`config.mk`:
```
export PLATFORM = sky130hd
export DESIGN_NAME = imm_extend_unit
export DESIGN_NICKNAME = d
export VERILOG_FILES = /design/src/rtl/imm_extend_unit.sv
export SDC_FILE = /design/constraint.sdc
export NUM_CORES = 1
export LEC_CHECK = 0
export BUFFER_PORTS_ARGS = -buffer_cell sky130_fd_sc_hd__buf_2
export CAP_MARGIN = 20
export CORE_MARGIN = 3
export CORE_UTILIZATION = 61
export DETAILED_ROUTE_END_ITERATION = 16
export PLACE_DENSITY = 0.89
export SYNTH_ARGS = -nofsm -noshare
export SYNTH_HDL_FRONTEND = slang
export SYNTH_SLANG_ARGS = --single-unit
```
`constraint.sdc`:
```
create_clock -name clk_i -period 3.3 [get_ports clk_i]
set_input_delay 0.165 -clock clk_i [delete_from_list [all_inputs] [get_ports clk_i]]
set_output_delay 0.165 -clock clk_i [all_outputs]
set_load 0.1 [all_outputs]
```
`src/rtl/imm_extend_unit.sv`:
```
// Pipelined immediate extender: sign/zero/upper/branch extension stored into a 2-entry FIFO skid buffer.
// Optional push counter output enabled by defining IMM_EXTEND_STATS_EN.
module imm_extend_unit #(
  parameter int IN_W  = 16,
  parameter int OUT_W = 32,
  parameter int SHAMT = 2
) (
  input  logic             clk_i,
  input  logic             rst_i,
  input  logic             flush_i,
  input  logic             in_valid_i,
  output logic             in_ready_o,
  input  logic [IN_W-1:0]  data_i,
  input  logic [1:0]       mode_i,
  output logic             out_valid_o,
  input  logic             out_ready_i,
`ifdef IMM_EXTEND_STATS_EN
  output logic [15:0]      push_cnt_o,
`endif
  output logic [OUT_W-1:0] out_data_o
);

  // Handshake: a transfer happens on an edge where valid and ready are both high.
  // Both ready and valid come from the registered count only, so no path exists
  // from out_ready_i to in_ready_o.
  localparam int UP_SH = OUT_W - IN_W;

  logic [1:0]       r_count;
  logic [OUT_W-1:0] r_head;
  logic [OUT_W-1:0] r_tail;

  logic             w_push;
  logic             w_pop;
  logic [OUT_W-1:0] w_zext;
  logic [OUT_W-1:0] w_sext;
  logic [OUT_W-1:0] w_ext;
  logic [1:0]       w_count_nxt;
  logic [OUT_W-1:0] w_head_nxt;
  logic [OUT_W-1:0] w_tail_nxt;

  assign in_ready_o  = (r_count < 2'd2);
  assign out_valid_o = (r_count != 2'd0);
  assign out_data_o  = r_head;
  assign w_push      = in_valid_i & in_ready_o;
  assign w_pop       = out_valid_o & out_ready_i;

  // Loop form keeps the sign fill legal when IN_W == OUT_W (zero fill bits).
  always_comb begin
    w_zext             = '0;
    w_zext[IN_W-1:0]   = data_i;
    w_sext             = w_zext;
    for (int i = IN_W; i < OUT_W; i++) w_sext[i] = data_i[IN_W-1];
  end

  always_comb begin
    w_ext = w_sext;
    case (mode_i)
      2'b00:   w_ext = w_sext;
      2'b01:   w_ext = w_zext;
      2'b10:   w_ext = w_zext << UP_SH;
      default: w_ext = w_sext << SHAMT;
    endcase
  end

  always_comb begin
    w_count_nxt = r_count;
    w_head_nxt  = r_head;
    w_tail_nxt  = r_tail;
    if (flush_i) begin
      w_count_nxt = 2'd0;
    end else begin
      case (r_count)
        2'd0: begin
          if (w_push) begin
            w_head_nxt  = w_ext;
            w_count_nxt = 2'd1;
          end
        end
        2'd1: begin
          // Simultaneous push/pop replaces the head in place.
          if (w_push && w_pop) begin
            w_head_nxt = w_ext;
          end else if (w_push) begin
            w_tail_nxt  = w_ext;
            w_count_nxt = 2'd2;
          end else if (w_pop) begin
            w_count_nxt = 2'd0;
          end
        end
        default: begin
          if (w_pop) begin
            w_head_nxt  = r_tail;
            w_count_nxt = 2'd1;
          end
        end
      endcase
    end
  end

  always_ff @(posedge clk_i) begin
    if (!rst_i) begin
      r_count <= 2'd0;
      r_head  <= '0;
      r_tail  <= '0;
    end else begin
      r_count <= w_count_nxt;
      r_head  <= w_head_nxt;
      r_tail  <= w_tail_nxt;
    end
  end

`ifdef IMM_EXTEND_STATS_EN
  logic [15:0] r_push_cnt;

  // Counts pushes that are actually stored; a push discarded by flush is not counted.
  always_ff @(posedge clk_i) begin
    if (!rst_i) begin
      r_push_cnt <= 16'd0;
    end else if (w_push && !flush_i) begin
      r_push_cnt <= r_push_cnt + 16'd1;
    end
  end

  assign push_cnt_o = r_push_cnt;
`endif

endmodule
```
# Word-level counts from Yosys, hierarchy flattened

Index checks and enable logic that the tools add are counted.

Bits in registers: 66
Logic and storage cells: 36
Input port bits: 23

Reductions and logical operators: 9
Eq/ne operators: 7
Bitwise logic cells: 5
$lt $le $gt $ge: 1
Mux-type cells: 11

Operators with widths:

| operator           | count |
|---|---|
| $mux 32            | 3 |
| $pmux 32 s3        | 1 |
| $pmux 32 s2        | 1 |
| $reduce_and 4->1   | 3 |
| $mux 2             | 5 |
| $ne 2x2->1 const B | 3 |
| $eq 2x1->1 const B | 2 |
| $logic_not 2->1    | 2 |
| $pmux 2 s2         | 1 |
| $ne 3x3->1 const B | 1 |
| $not 1->1          | 3 |
| $reduce_bool 3->1  | 1 |
| $and 1x1->1        | 2 |
| $eq 2x2->1 const B | 1 |
| $lt 2x2->1 const B | 1 |
| $reduce_bool 2->1  | 1 |
| $reduce_or 2->1    | 1 |
| $logic_and 1x1->1  | 1 |

# Longest topological paths before layout

Word-level depth: 6
Gate-level depth with buffers: 6

# Least setup slack after synthesis

Ideal clock, no wire load.

Path kind: register -> register
Start: register r_count[1]
End: register r_head[22], in the netlist out_data_o[22]
Stages on the path, launching flop included: 6
Data arrival time: 1.876 ns
Clock period less this slack: 1.965 ns
Required time: 3.211 ns
Setup time: 0.089 ns
Slack: 1.335 ns
Cell sequence: dfxtp_1 -> buf_6 -> inv_2 -> clkbuf_1 -> nor2_1 -> o32ai_2

Longest elaborated chain between the ends: 5
Elaborated cells between the ends (all ways): 12
Those cells by class: order compare (1); eq/ne (3); mux (1); bitwise (2); reduce/logical (5)

RTL lines:

| item                         | line | text |
|---|---|---|
| start: declaration           | 28   | `logic [1:0] r_count;` |
| start signal: assignment     | 106  | `r_count <= w_count_nxt;` |
| $lt 2x2->1 *                 | 41   | `assign in_ready_o = (r_count < 2'd2);` |
| via in_ready_o               | 12   | `output logic in_ready_o,` |
| $and 1x1->1 *                | 44   | `assign w_push = in_valid_i & in_ready_o;` |
| $logic_and 1x1->1            | 81   | `if (w_push && w_pop) begin` |
| $ne 2x2->1 (no line)         | --   |  |
| $reduce_and 4->1 (no line) * | --   |  |
| end signal: assignment       | 107  | `r_head <= w_head_nxt;` |
| end: declaration             | 29   | `logic [OUT_W-1:0] r_head;` |

The timed path passes the listed nets; every way through them passes the cells marked *.
A chain may end at the register's enable or synchronous reset.

# Worst setup path after layout

Start: register r_count[1]
End: output port in_ready_o

Longest elaborated chain between the ends: 1

RTL lines:

| item             | line |
|---|---|
| $lt 2x2->1       | 41 |
| end: declaration | 12 |

Every way passes these cells.

==> metrics.yaml <==
status: "completed"
yosysUniqueCellTypes: 41
clk_latency_ns: 0.35
cp_slowest_stage_delay_ns: 0.58
slew_headroom_pct: 33.6
synth_nets: 409
ir_drop_uv: 451
track_usage_pct: 25.5
drt_iter0_markers: 267
cts_buffers: 9
gp_congestion: 0.823
overflow: 0
finalHoldViolations: 0
antennaDiodeCount: 0
switchingPower_uw: 599
combPwrFrac_pct: 22.4
die-area_um2: 7100
core_um2: 5710
maxCapViolCount: 0
hold_path.class: "in2reg"
async_reset_ff_share_pct: 0
wl_um: 8740
syn2layout_area_growth_pct: 8.24
power.leakage_nw: 1.47
r2r-end: "r_tail[28]$_SDFFE_PN0P_"
critical_path.cell_chain: "buf_4, inv_2, buf_2"
whs_path_depth: 2
period_minus_slack_ns: 2.36
pwr_density_cell_nw_per_um2: 449
avgSynthCellArea_um2: 9.68
seq_power_share_pct: 45.9
hpwl_um: 5760
grt_pass1_wl_um: 14700
slew_violations: 0
hp-start: "out_ready_i"
cts_tree: "yes"
critPathRequiredTime_ns: 3.13
setup_viol: 0
dp_cells: 482
yosysWarnings: 0
drive_above_1_share_pct: 35.4
end_kind: "output port"
hold_end: "r_count[1]$_SDFFE_PP0P_"
clk_pin_slew_worst_paths_ns: 0.07
final_nets: 444
clock_sinks: 66
syn_area_um2: 3740
regArea_um2: 1320
clkPwrFrac_pct: 31.8
critPathLaunchType: "register"
worst_pin_slew_ns: 0.995
post_drt_wl_per_cell_um: 17.6
fmax_ghz: 0.424
p_int_mw: 1.22
crit_slowest_cell: "dfxtp_1"
die-width_um: 84.3
hold_buffers: 0
clk_path_buf_depth: 2
root_buffer: "clkbuf_8"
drc: 0
seq_area_frac_synth_pct: 35.4
r2r-start: "r_count[1]$_SDFFE_PP0P_"
fp.dieH_um: 84.3
critPathKind: "reg2out"
row_count: 27
syn_inst: 386
r2r_slack_ns: 1.32
rsz0062_at_grt: "no"
tns_ns: 0
multiInputGateArea_um2: 2030
synth_flop_cell: "dfxtp_1"
cts_htree_levels: 3
cts_resized: 0
met1_usage_pct: 32.8
grtUsageMet3_pct: 5.79
grt.met2_usage_pct: 41.5
antenna_found_initial: 0
grt_pass1_vias: 3031
cp.arrival_ns: 2.20
io_pins: 57
postCtsSetupRepairBufs: 0
dr.pass1.iters: 6
crit_fanout: 34
worst_clock_skew_ns: 0.00457
grt_max_degree: 35
grt.busiest_layer: "met2"
detail-route-antenna-nets: 0
vias: 3123
port_buffers: 56
p_sw_share_pct: 33.0
via_per_inst: 6.30
final_cells: 496
r2r_cells: 5
fill_cells: 443
synth_seq_cells: 66
start_util_pct: 65.4
synth_edf_count: 0
min_period_over_period_pct: 71.5
## power groups by stage
stage	clock, mW	sequential [mW]	combinational (mW)
2_1_floorplan	0	0.984	0.202
3_3_place_gp	0	0.850	0.396
3_5_place_dp	0	0.851	0.403
4_1_cts	0.581	0.833	0.405
5_1_grt	0.624	0.836	0.428
6_report	0.577	0.833	0.406
## synthesized netlist by cell type (all sizes together) (3+ instances only)
cell,number,area [um^2]
nor2,31,116
mux2,15,203
nand4,3,18.8
nor2b,14,87.6
o21ai,4,31.3
o32ai,28,373
a21oi,67,335
nand3,3,15.0
dfxtp,66,1320
a311oi,3,26.3
buf,36,268
nand2b,4,27.5
a211oi,58,626
nand2,4,15.0
clkbuf,3,11.3
inv,31,116
or2,3,18.8
## final cells by class
type | instances | area share [%]
Multi-Input combinational cell | 250 | 50.2
Sequential cell | 66 | 32.7
Timing Repair Buffer | 63 | 8.23
Clock buffer | 14 | 3.77
Inverter | 31 | 2.88
Tap cell | 72 | 2.23
## placed cells by master (no fill, tap or decap), drive strengths merged
cell	Yosys	final
a21oi	67	67
nand2	4	4
nand4	3	3
nor3	2	2
a311oi	3	3
o2111ai	1	1
or2	3	3
nor2b	14	14
and2	1	1
dfxtp	66	66
clkbuf	3	14
a211oi	58	58
nand3	3	3
o32ai	28	28
nor2	31	31
o22ai	1	1
mux2	15	15
and3b	1	1
inv	31	31
nand3b	2	2
o21ba	2	2
nand2b	4	4
nor3b	1	1
o21bai	2	2
o21ai	4	4
buf	36	63
## registers in the layout, summed over array words and instances (netlist names)
register,cells
out_data_o,32
r_tail,32
r_count,2
## cell families (layout without fill, tap and decap cells)
family / Yosys count / count (layout) / synth area share [%]
mux: 15 / 15 / 5.43
simple gates: 69 / 69 / 9.75
compound gates: 166 / 166 / 38.9
flops: 66 / 66 / 35.4
buf+inv: 70 / 108 / 10.6
## metrics by stage
stage | setup WS (ns) | total power, mW | hold WS, ns | utilization, % | instance area [um^2]
after detailed placement | 1.33 | 1.25 | 0.426 | 68.2 | 3890
after global routing | 0.833 | 1.89 | 0.0598 | 70.8 | 4040
after CTS | 0.983 | 1.82 | 0.0598 | 70.8 | 4040
after floorplan | 1.34 | 1.19 | 0.244 | - | 3740
final | 0.940 | 1.82 | 0.0608 | 70.8 | 4040
after global placement | 1.42 | 1.25 | 0.402 | 68.2 | 3890
## worst max path at each step
stage                       startpoint                           to  slack [ns]  depth (start not counted)
6_report       r_count[1]$_SDFFE_PP0P_                   in_ready_o        0.94                          3
5_1_grt        r_count[1]$_SDFFE_PP0P_                   in_ready_o        0.83                          3
4_1_cts        r_count[1]$_SDFFE_PP0P_                   in_ready_o        0.98                          3
3_5_place_dp   r_count[1]$_SDFFE_PP0P_  out_data_o[13]$_SDFFE_PN0P_        1.33                          3
3_3_place_gp                 mode_i[0]  out_data_o[12]$_SDFFE_PN0P_        1.42                          4
2_1_floorplan  r_count[1]$_SDFFE_PP0P_  out_data_o[22]$_SDFFE_PN0P_        1.34                          5
## critical path, delay by kind of cell (launching register included)
kind | cells | cell delay, ns
flip-flops | 1 | 0.58
buffers and inverters | 3 | 1.22
## metal layers
| metal | vias to the layer above | part of all wire, % |
|---|---|---|
| met3 | 17 | 6.4 |
| li1 | 1497 | - |
| met2 | 115 | 48 |
| met5 | - | 0 |
| met1 | 1494 | 44 |
| met4 | 0 | 1.6 |
Power figures use the tool's default switching activity.
